==> src/rtl/pulse_sequence_controller_pkg.sv <==
// Shared constants for the pulse sequence controller: frequency codes,
// configuration addresses, FSM states and default boundary values.
package pulse_sequence_controller_pkg;

    localparam logic [1:0] FREQ_8MHZ = 2'd0;
    localparam logic [1:0] FREQ_4MHZ = 2'd1;
    localparam logic [1:0] FREQ_2MHZ = 2'd2;

    localparam logic [2:0] ADDR_S0     = 3'd0;
    localparam logic [2:0] ADDR_S1     = 3'd1;
    localparam logic [2:0] ADDR_S2     = 3'd2;
    localparam logic [2:0] ADDR_SR     = 3'd3;
    localparam logic [2:0] ADDR_FREQ   = 3'd4;
    localparam logic [2:0] ADDR_N      = 3'd5;
    localparam logic [2:0] ADDR_RSVD   = 3'd6;
    localparam logic [2:0] ADDR_COMMIT = 3'd7;

    localparam int DEF_S0_VAL = 16;
    localparam int DEF_S1_VAL = 64;
    localparam int DEF_S2_VAL = 512;
    localparam int DEF_SR_VAL = 1024;

    typedef enum logic [1:0] {
        ST_IDLE = 2'd0,
        ST_RUN  = 2'd1,
        ST_DONE = 2'd2
    } state_e;

    function automatic logic freq_ok(input logic [1:0] f);
        return (f == FREQ_8MHZ) || (f == FREQ_4MHZ) || (f == FREQ_2MHZ);
    endfunction

endpackage

==> src/rtl/pulse_sequence_controller_cfg_regs.sv <==
// Host-side shadow registers, commit validation, pending-update flag and
// the sticky configuration error flag.
module pulse_sequence_controller_cfg_regs
    import pulse_sequence_controller_pkg::*;
#(
    parameter int CNT_W  = 16,
    parameter int DEF_S0 = DEF_S0_VAL,
    parameter int DEF_S1 = DEF_S1_VAL,
    parameter int DEF_S2 = DEF_S2_VAL,
    parameter int DEF_SR = DEF_SR_VAL
) (
    input  logic             clk_i,
    input  logic             rst_i,
    input  logic             cfg_wr_i,
    input  logic [2:0]       cfg_addr_i,
    input  logic [CNT_W-1:0] cfg_wdata_i,
    input  logic             load_i,
    output logic [CNT_W-1:0] sh_s0_o,
    output logic [CNT_W-1:0] sh_s1_o,
    output logic [CNT_W-1:0] sh_s2_o,
    output logic [CNT_W-1:0] sh_sr_o,
    output logic [1:0]       sh_freq_o,
    output logic [CNT_W-1:0] n_o,
    output logic             pending_o,
    output logic             cfg_error_o
);

    logic [CNT_W-1:0] s0_q, s1_q, s2_q, sr_q, n_q;
    logic [1:0]       freq_q;
    logic             pending_q, pending_d;
    logic             err_q, err_d;
    logic             valid;

    assign valid = (s0_q != '0) && (s0_q < s1_q) && (s1_q < s2_q) &&
                   (s2_q < sr_q) && freq_ok(freq_q);

    // A commit overrides a same-cycle load so it survives to the next boundary.
    always_comb begin
        pending_d = pending_q;
        err_d     = err_q;
        if (load_i)
            pending_d = 1'b0;
        if (cfg_wr_i && cfg_addr_i == ADDR_RSVD)
            err_d = 1'b1;
        if (cfg_wr_i && cfg_addr_i == ADDR_COMMIT) begin
            pending_d = valid;
            err_d     = !valid;
        end
    end

    always_ff @(posedge clk_i) begin
        if (rst_i) begin
            s0_q      <= CNT_W'(DEF_S0);
            s1_q      <= CNT_W'(DEF_S1);
            s2_q      <= CNT_W'(DEF_S2);
            sr_q      <= CNT_W'(DEF_SR);
            freq_q    <= FREQ_8MHZ;
            n_q       <= '0;
            pending_q <= 1'b0;
            err_q     <= 1'b0;
        end else begin
            pending_q <= pending_d;
            err_q     <= err_d;
            if (cfg_wr_i) begin
                case (cfg_addr_i)
                    ADDR_S0:   s0_q   <= cfg_wdata_i;
                    ADDR_S1:   s1_q   <= cfg_wdata_i;
                    ADDR_S2:   s2_q   <= cfg_wdata_i;
                    ADDR_SR:   sr_q   <= cfg_wdata_i;
                    ADDR_FREQ: freq_q <= cfg_wdata_i[1:0];
                    ADDR_N:    n_q    <= cfg_wdata_i;
                    default: ;
                endcase
            end
        end
    end

    assign sh_s0_o     = s0_q;
    assign sh_s1_o     = s1_q;
    assign sh_s2_o     = s2_q;
    assign sh_sr_o     = sr_q;
    assign sh_freq_o   = freq_q;
    assign n_o         = n_q;
    assign pending_o   = pending_q;
    assign cfg_error_o = err_q;

endmodule

==> src/rtl/pulse_sequence_controller.sv <==
// Sequences the Doppler transmit/receive core: ensemble/continuous pulse runs,
// pulse counting and safe-boundary application of committed configuration.
//   state | meaning
//   IDLE  | core disabled, waiting for start
//   RUN   | core enabled, counting RETRANSMIT pulses
//   DONE  | ensemble of N pulses complete, one-cycle done strobe
module pulse_sequence_controller
    import pulse_sequence_controller_pkg::*;
#(
    parameter int CNT_W  = 16,
    parameter int DEF_S0 = DEF_S0_VAL,
    parameter int DEF_S1 = DEF_S1_VAL,
    parameter int DEF_S2 = DEF_S2_VAL,
    parameter int DEF_SR = DEF_SR_VAL
) (
    input  logic             coreClock,
    input  logic             RESET,
    input  logic             cfg_wr,
    input  logic [2:0]       cfg_addr,
    input  logic [CNT_W-1:0] cfg_wdata,
    input  logic             start,
    input  logic             stop,
    input  logic             RETRANSMIT,
    output logic             ENABLE,
    output logic [1:0]       freq,
    output logic [CNT_W-1:0] State0Value,
    output logic [CNT_W-1:0] State1Value,
    output logic [CNT_W-1:0] State2Value,
    output logic [CNT_W-1:0] StateRValue,
    output logic             busy,
    output logic             ensemble_done,
    output logic             cfg_error,
    output logic [CNT_W-1:0] pulse_count
);

    state_e           state_q, state_d;
    logic             enable_q, busy_q, done_q;
    logic             stop_pend_q, stop_pend_d;
    logic [CNT_W-1:0] count_q, count_d, count_inc;
    logic [CNT_W-1:0] act_s0_q, act_s1_q, act_s2_q, act_sr_q;
    logic [1:0]       act_freq_q;
    logic             load;
    logic [CNT_W-1:0] sh_s0, sh_s1, sh_s2, sh_sr, n_val;
    logic [1:0]       sh_freq;
    logic             pending;

    pulse_sequence_controller_cfg_regs #(
        .CNT_W (CNT_W),
        .DEF_S0(DEF_S0),
        .DEF_S1(DEF_S1),
        .DEF_S2(DEF_S2),
        .DEF_SR(DEF_SR)
    ) u_cfg (
        .clk_i      (coreClock),
        .rst_i      (RESET),
        .cfg_wr_i   (cfg_wr),
        .cfg_addr_i (cfg_addr),
        .cfg_wdata_i(cfg_wdata),
        .load_i     (load),
        .sh_s0_o    (sh_s0),
        .sh_s1_o    (sh_s1),
        .sh_s2_o    (sh_s2),
        .sh_sr_o    (sh_sr),
        .sh_freq_o  (sh_freq),
        .n_o        (n_val),
        .pending_o  (pending),
        .cfg_error_o(cfg_error)
    );

    assign count_inc = (count_q == '1) ? count_q : count_q + CNT_W'(1);

    always_comb begin
        state_d     = state_q;
        count_d     = count_q;
        stop_pend_d = stop_pend_q;
        load        = 1'b0;
        case (state_q)
            ST_IDLE: begin
                stop_pend_d = 1'b0;
                if (start && !stop) begin
                    load    = pending;
                    count_d = '0;
                    state_d = ST_RUN;
                end
            end
            ST_RUN: begin
                if (stop)
                    stop_pend_d = 1'b1;
                if (RETRANSMIT) begin
                    count_d = count_inc;
                    if (n_val != '0 && count_inc == n_val) begin
                        state_d     = ST_DONE;
                        stop_pend_d = 1'b0;
                    end else if (stop_pend_q || stop) begin
                        state_d     = ST_IDLE;
                        stop_pend_d = 1'b0;
                    end else begin
                        load = pending;
                    end
                end
            end
            default: state_d = ST_IDLE;
        endcase
    end

    // Status outputs are decoded from the next state so they stay registered.
    always_ff @(posedge coreClock) begin
        if (RESET) begin
            state_q     <= ST_IDLE;
            enable_q    <= 1'b0;
            busy_q      <= 1'b0;
            done_q      <= 1'b0;
            stop_pend_q <= 1'b0;
            count_q     <= '0;
            act_s0_q    <= CNT_W'(DEF_S0);
            act_s1_q    <= CNT_W'(DEF_S1);
            act_s2_q    <= CNT_W'(DEF_S2);
            act_sr_q    <= CNT_W'(DEF_SR);
            act_freq_q  <= FREQ_8MHZ;
        end else begin
            state_q     <= state_d;
            enable_q    <= (state_d == ST_RUN);
            busy_q      <= (state_d != ST_IDLE);
            done_q      <= (state_d == ST_DONE);
            stop_pend_q <= stop_pend_d;
            count_q     <= count_d;
            if (load) begin
                act_s0_q   <= sh_s0;
                act_s1_q   <= sh_s1;
                act_s2_q   <= sh_s2;
                act_sr_q   <= sh_sr;
                act_freq_q <= sh_freq;
            end
        end
    end

    assign ENABLE        = enable_q;
    assign busy          = busy_q;
    assign ensemble_done = done_q;
    assign pulse_count   = count_q;
    assign freq          = act_freq_q;
    assign State0Value   = act_s0_q;
    assign State1Value   = act_s1_q;
    assign State2Value   = act_s2_q;
    assign StateRValue   = act_sr_q;

endmodule

==> config.mk <==
export PLATFORM = sky130hd
export DESIGN_NAME = pulse_sequence_controller
export DESIGN_NICKNAME = d
export VERILOG_FILES = /design/src/rtl/pulse_sequence_controller_pkg.sv /design/src/rtl/pulse_sequence_controller_cfg_regs.sv /design/src/rtl/pulse_sequence_controller.sv
export SDC_FILE = /design/constraint.sdc
export NUM_CORES = 1
export LEC_CHECK = 0
export ABC_AREA = 1
export ABC_CLOCK_PERIOD_IN_PS = 2100
export CAP_MARGIN = 30
export CELL_PAD_IN_SITES_DETAIL_PLACEMENT = 0
export CELL_PAD_IN_SITES_GLOBAL_PLACEMENT = 2
export CORE_MARGIN = 2
export CORE_UTILIZATION = 29
export CTS_BUF_LIST = sky130_fd_sc_hd__clkbuf_4 sky130_fd_sc_hd__clkbuf_8
export CTS_CLUSTER_SIZE = 16
export DETAILED_ROUTE_END_ITERATION = 7
export PLACE_DENSITY = 0.84
export SYNTH_ARGS = -nofsm -noshare
export SYNTH_HDL_FRONTEND = slang
export SYNTH_SLANG_ARGS = --single-unit
==> constraint.sdc <==
create_clock -name coreClock -period 2.1 [get_ports coreClock]
set_input_delay 0.21 -clock coreClock [delete_from_list [all_inputs] [get_ports coreClock]]
set_output_delay 0.21 -clock coreClock [all_outputs]
set_load 0.05 [all_outputs]
==> results of run 1 <==
==> final timing paths <==
kind	endpoint	slack, ns
hold / removal	StateRValue[3]	0.47
hold reg to reg	StateRValue[3]	0.47
setup / recovery	State1Value[8]	-0.39
setup reg to reg	State1Value[8]	-0.39
==> kinds of logic after synthesis <==
| family | count (synthesis) |
|---|---|
| AOI/OAI and AO/OA | 266 |
| xor gates and xnor gates | 6 |
| adders and majority gates | 46 |
| buffers and inverters | 240 |
| DFF | 172 |
| and+or+nand+nor | 495 |
==> sequential cells by signal, summed over array words and instances (netlist names), 2 cells and up <==
signal	flops
State2Value	16
u_cfg.sh_s1_o	16
State1Value	16
u_cfg.n_o	16
freq	2
u_cfg.sh_freq_o	2
StateRValue	16
u_cfg.sh_sr_o	16
u_cfg.sh_s0_o	16
state_q	2
State0Value	16
u_cfg.sh_s2_o	16
pulse_count	16
==> worst max-delay path: cells and delay by family, from the launching register on <==
kind / cells / cell delay (ns)
simple gates: 12 / 1.07
buf+inv: 5 / 0.61
flops: 1 / 0.39
fa+ha+maj: 1 / 0.15
compound gates: 1 / 0.13
==> power by group through the flow <==
stage	registers (mW)	clock network, mW	logic [mW]
floorplan	3.51	0	0.367
global placement	3.47	0	0.736
detailed placement	3.47	0	0.740
CTS	3.40	2.73	0.754
global route	3.41	2.86	0.851
finish	3.40	2.67	0.768
==> synth_stat cells, drive strengths merged <==
| library cell | number | area share, % |
|---|---|---|
| nand3b | 1 | 0.087 |
| xor2 | 5 | 0.51 |
| nor2 | 139 | 6.2 |
| o21ai | 93 | 5.4 |
| dfxtp | 172 | 40 |
| inv | 176 | 7.7 |
| o211ai | 3 | 0.26 |
| or3b | 1 | 0.10 |
| nor4 | 7 | 0.51 |
| buf | 26 | 2.5 |
| ha | 46 | 6.7 |
| nand3 | 110 | 6.5 |
| a2111oi | 1 | 0.10 |
| nand4 | 13 | 0.95 |
| a21oi | 164 | 10 |
| o21bai | 2 | 0.17 |
| a211oi | 3 | 0.26 |
| xnor2 | 1 | 0.10 |
| or2 | 1 | 0.073 |
| nand2 | 213 | 9.5 |
| clkbuf | 38 | 1.7 |
| nor3 | 10 | 0.58 |
==> cell type report <==
class | count | area, um^2 | share of cell area (%)
repair buffers | 238 | 2440 | 20.2
multi-input cells | 815 | 4560 | 37.7
clock inverters | 9 | 161 | 1.34
well taps | 384 | 480 | 3.98
flip-flops and latches | 172 | 3490 | 28.9
clock buffers | 20 | 275 | 2.28
inverters | 176 | 679 | 5.62
==> timing repair <==
item / in CTS / in global routing
resized for setup: 53 / 64
pin swaps: 4 / 34
endpoints found under the setup margin: 72 / 74
gates cloned: 8 / 7
setup buffers: 10 / 9
==> per-stage QoR <==
stage               total power [mW]  instances  TNS [ns]  area [um^2]  utilization, %
finish                          6.84       1814    -24.47        12100            41.7
global route                    7.13       1814    -35.40        12100            41.7
CTS                             6.88       1804    -19.85        11700            40.4
detailed placement              4.21       1757    -26.16        10800            37.2
global placement                4.21       1757    -25.14        10800            37.2
floorplan                       3.88       1225     -8.10         8660               -
==> routing by layer <==
metal	vias up	GRT usage, %	share of wire, %
met3	27	3.34	3.6
met2	172	30.4	46
met5	-	0	0
met4	0	4.55	1.6
met1	3970	26.7	49
li1	4363	-	-
==> results by group, run 1 <==
Final layout
  – Area grow syn2layout: 40.7%
  – Most frequent cells in the layout: nand2_1 (190), inv_1 (172), dfxtp_1 (156), a21oi_1 (135), nor2_1 (124)
  – Fillers: 2967
  – Layout Nets: 1491
  – Commonest non-fill, non-tap cell in the layout: nand2_1
  – Layout cells sized above 1: 19.2%
  – Antenna cells: 0

Timing
  – Worst Hold Margin: 0.470 ns
  – Final setup skew: 0.0199 ns
  – Final min period: 2.49 ns
  – Final Cycle Share: 119%
  – Final Setup Violations: 70
  – FMAX: 401 MHz
  – Setup ws final: -0.393 ns
  – RSZ-0062 raised after global routing: true
  – Slew Viols, Final: 0
  – Relative slew margins: 63.9%
  – Slew of the pin with the lowest slew margin: 0.540 ns
  – Hold Fails Final Rpt: 0

Logic synthesis
  – Mux share of post-synthesis cell area: 0%
  – Avg Inst Size Synth: 7.01 um^2
  – Mapped cell area: 0.00859 mm^2
  – Post-Synth XOR/XNOR Area: 0.612%
  – Simple-gate area share of the yosys netlist: 24.5%
  – Compound-Gate Fraction of Synth Area: 16.3%
  – Mapped Cells: 1225
  – Largest family of logic cells by synthesized area: simple AND/OR/NAND/NOR gates
  – Adder-Cell Fraction of Synth Area: 6.70%
  – Sequential share of the synthesized area: 40.1%
  – Number of synthesized register bits: 172
  – Mapped Nets: 1296
  – Synth unique cells: 34
  – Yosys Warn Count: 0

Power
  – Sequential power share: 49.7%
  – Part of the power in the clock network: 39.1%
  – P_int: 5.00 mW
  – Logic pwr share: 11.2%
  – Maximum vdd drop: 0.323 mV
  – Leakage power: 5.42 nW
  – Switching share of power: 26.9%
  – Power per cell area: 566 mW/mm^2
  – Sw power: 1.84 mW

Min path
  – Hold path start: u_cfg.sh_sr_o[3]
  – Hold path cells: 2
  – Hold Crit Class: flip-flop to flip-flop

Placed design
  – PortBufs: 110
  – Routability cong.: 0.827
  – HPWL Detailed: 20100 um
  – Placement Setup Slack: -0.431 ns

Clocking
  – Hold-fix buffers, CTS: 0
  – # clock sinks: 172
  – Total CTS buffers: 17
  – CTS H-tree depth: 4
  – Clock Tree Buf Depth: 2
  – Worst-path clk slew: 0.10 ns
  – CTS tree: done
  – Root buffer cell: clkbuf_8
  – Clock latency on the worst-skew pair: 0.48 ns

Routing
  – DR WL/cell: 16.5 um
  – DRC: 0
  – WL final: 29900 um
  – Via count: 8532
  – ANT nets after route: 0
  – Via-to-Cell Ratio: 4.70
  – Drt initial violations: 602
  – Drt pass-1 iters: 5

Worst setup path
  – Crit Path Class: flip-flop to flip-flop
  – Critical path capture point type: flip-flop
  – Critical path origin: pulse_count[0]
  – Type of origin of the critical path: flip-flop
  – Crit Path Max Fanout: 10
  – Worst-path cell chain: ha_4, inv_2, nor2_4, nand2_4, clkinv_8, nand2_8, buf_4, nand2_2, nand2_1, a21oi_2, nand3_1, nor2_2, nand2_2, nand2_8, buf_6, clkbuf_16, nand3_1, nand2_1, nor2_1
  – Reg2reg start: pulse_count[0]
  – Slowest stage delay, CP: 0.39 ns
  – Critical path required time: 2.47 ns
  – Reg2Reg Depth: 19
  – CP max-delay cell: dfxtp_4
  – Crit path DAT: 2.86 ns

Outcome
  – Status: finished, violations left
  – Failing checks: setup timing

GRT
  – Pin count of the biggest net entering global routing: 100
  – Vias in the first global route: 8257
  – Global-route wire length before repair: 45900 um
  – Gr ovfl total: 0
  – Initial antenna violation count: 0
  – GRT Total Usage: 19.0%

Floorplan
  – Chip Width: 176 um
  – Die Ht: 176 um
  – FP Rows: 62
  – Initial Util: 29.7%
  – Core Region: 0.0289 mm^2
  – Die area: 0.0310 mm^2
  – # IOs: 111

Run
  – Number of max-cap violations: 0
Power figures use the tool's default switching activity.
==> run 2: changes to the inputs <==
==> constraint.sdc (replaced) <==
create_clock -name coreClock -period 2.1 [get_ports coreClock]
set_input_delay 0.315 -clock coreClock [delete_from_list [all_inputs] [get_ports coreClock]]
set_output_delay 0.315 -clock coreClock [all_outputs]
set_load 0.05 [all_outputs]
==> run 2 against run 1 <==
Against the previous run:
- highest routed layer is now met5
- non-clock buffer count decreased by 11
- clock skew up 0.0029 ns
- the run still ends with setup timing left
- die area unchanged
- largest power group unchanged
==> results by group, run 2 (synthesis gave the netlist of run 1 again) <==
Outcome
  – Status: finished, violations left
  – Failing checks: setup timing

Timing
  – Slew of the pin with the lowest slew margin: 0.561 ns
  – Setup ws final: -0.333 ns
  – Relative slew margins: 62.5%
  – FMAX: 411 MHz
  – RSZ-0062 raised after global routing: true
  – Final Cycle Share: 116%
  – Final Setup Violations: 70
  – Final min period: 2.43 ns
  – Slew Viols, Final: 0
  – Final setup skew: 0.0227 ns
  – Hold Fails Final Rpt: 0

Routing
  – WL final: 29400 um
  – Drt initial violations: 578
  – ANT nets after route: 0
  – Drt pass-1 iters: 5
  – Via count: 8473
  – DRC: 0
  – Via-to-Cell Ratio: 4.69
  – DR WL/cell: 16.3 um

Final layout
  – Most frequent cells in the layout: nand2_1 (193), inv_1 (172), dfxtp_1 (156), a21oi_1 (140), nor2_1 (127)
  – Layout Nets: 1479
  – Area grow syn2layout: 40.4%
  – FF/Latch Area: 0.00349 mm^2
  – Post-Layout Cell Count: 1805
  – Fin area: 0.0121 mm^2
  – Commonest non-fill, non-tap cell in the layout: nand2_1
  – Antenna cells: 0
  – Fillers: 3012
  – Util after Layout: 41.7%
  – Area of the multi-input gates: 0.00454 mm^2
  – Layout cells sized above 1: 18.8%

Clocking
  – Total CTS buffers: 17
  – CTS tree: done
  – Worst-path clk slew: 0.11 ns
  – Root buffer cell: clkbuf_8
  – Clock latency on the worst-skew pair: 0.48 ns
  – # clock sinks: 172
  – Clock Tree Buf Depth: 2
  – CTS H-tree depth: 4

Min path
  – Hold path cells: 2
  – Worst-case hold path end point: StateRValue[3]
  – Hold Crit Class: flip-flop to flip-flop
  – Hold path start: u_cfg.sh_sr_o[3]

GRT
  – Pin count of the biggest net entering global routing: 95
  – Global-route wire length before repair: 45500 um
  – Gr ovfl total: 0
  – Vias in the first global route: 7930
  – Initial antenna violation count: 1
  – GRT Total Usage: 19.0%

Worst setup path
  – Crit path DAT: 2.82 ns
  – Reg2Reg Depth: 20
  – Reg2reg start: pulse_count[1]
  – Type of origin of the critical path: flip-flop
  – Critical path capture point type: flip-flop
  – R2R Setup Slk: -0.33 ns
  – FF-to-FF End: State1Value[4]
  – Critical path required time: 2.48 ns
  – Crit Path Max Fanout: 8
  – Crit Path Class: flip-flop to flip-flop

Floorplan
  – Chip Width: 176 um
  – FP Rows: 62
  – Core Region: 0.0289 mm^2
  – Die Ht: 176 um
  – Die area: 0.0310 mm^2
  – Initial Util: 29.7%
  – # IOs: 111

Placed design
  – HPWL Detailed: 20200 um
  – Routability cong.: 0.844
  – Placed instance area: 0.0108 mm^2
  – DP Cell Count: 1747
  – PortBufs: 110

Power
  – Maximum vdd drop: 0.275 mV
  – Power per cell area: 537 mW/mm^2
  – Total power: 6.47 mW
  – Leakage power: 5.61 nW

Run
  – Number of max-cap violations: 0
==> run 2: worst max-delay path by stage <==
stage | startpoint | end | slack (ns) | cells after the start
finish | pulse_count[1] | State1Value[4] | -0.33 | 20
global route | pulse_count[1] | State1Value[0] | -0.48 | 20
CTS | pulse_count[1] | State1Value[0] | -0.30 | 20
detailed placement | pulse_count[1] | State2Value[15] | -0.39 | 17
global placement | pulse_count[1] | State2Value[9] | -0.36 | 19
floorplan | pulse_count[0] | State2Value[4] | -0.15 | 19
==> run 2: worst max-delay path, cell delays in order, from the launching register on <==
cell and delay [ns]:
dfxtp_4 0.39, ha_4 0.15, inv_2 0.04, nor2_4 0.12, nand2_4 0.11, inv_6 0.10, nand2_8 0.08, buf_6 0.14
nand3_2 0.06, nand2_1 0.05, nor2_1 0.11, nand2_1 0.08, nor2_2 0.13, nand2_2 0.09, nand2_4 0.11, buf_12 0.15
buf_12 0.12, clkbuf_16 0.14, nand3_1 0.06, nand2_1 0.06, nor2_1 0.04
==> run 2: stage by stage <==
stage          setup TNS (ns)  hold slack [ns]  setup slack (ns)
2_1_floorplan           -8.10            0.429            -0.147
3_3_place_gp           -22.56            0.470            -0.364
3_5_place_dp           -23.61            0.465            -0.390
4_1_cts                -17.56            0.488            -0.304
5_1_grt                -29.35            0.510            -0.480
6_report               -18.35            0.473            -0.333
==> run 2: layer usage <==
layer	global-route usage, %	up-vias	share of wire (%)
met5	0	-	0.041
met4	4.27	2	1.4
met3	3.01	25	4.3
met2	31.1	177	47
met1	26.2	3926	47
li1	-	4343	-
==> run 2: power breakdown <==
part	switching [mW]	total (mW)	internal, mW
clock network	1.33	2.30	0.972
logic	0.470	0.765	0.296
registers	0.0751	3.40	3.33
==> run 2: timing repair <==
action                                  CTS  global route
gates resized for setup                  60            61
gates cloned                             10             4
pin swaps                                 9            14
endpoints found under the setup margin   75            80
setup buffers                            13             2
hold buffers                              0             0
==> run 2: cell type report <==
class / instances / share of cell area [%]
flip-flops and latches: 172 / 28.9
multi-input cells: 814 / 37.7
clock inverters: 13 / 0.976
inverters: 176 / 5.55
well taps: 384 / 3.99
clock buffers: 19 / 2.07
repair buffers: 227 / 20.8
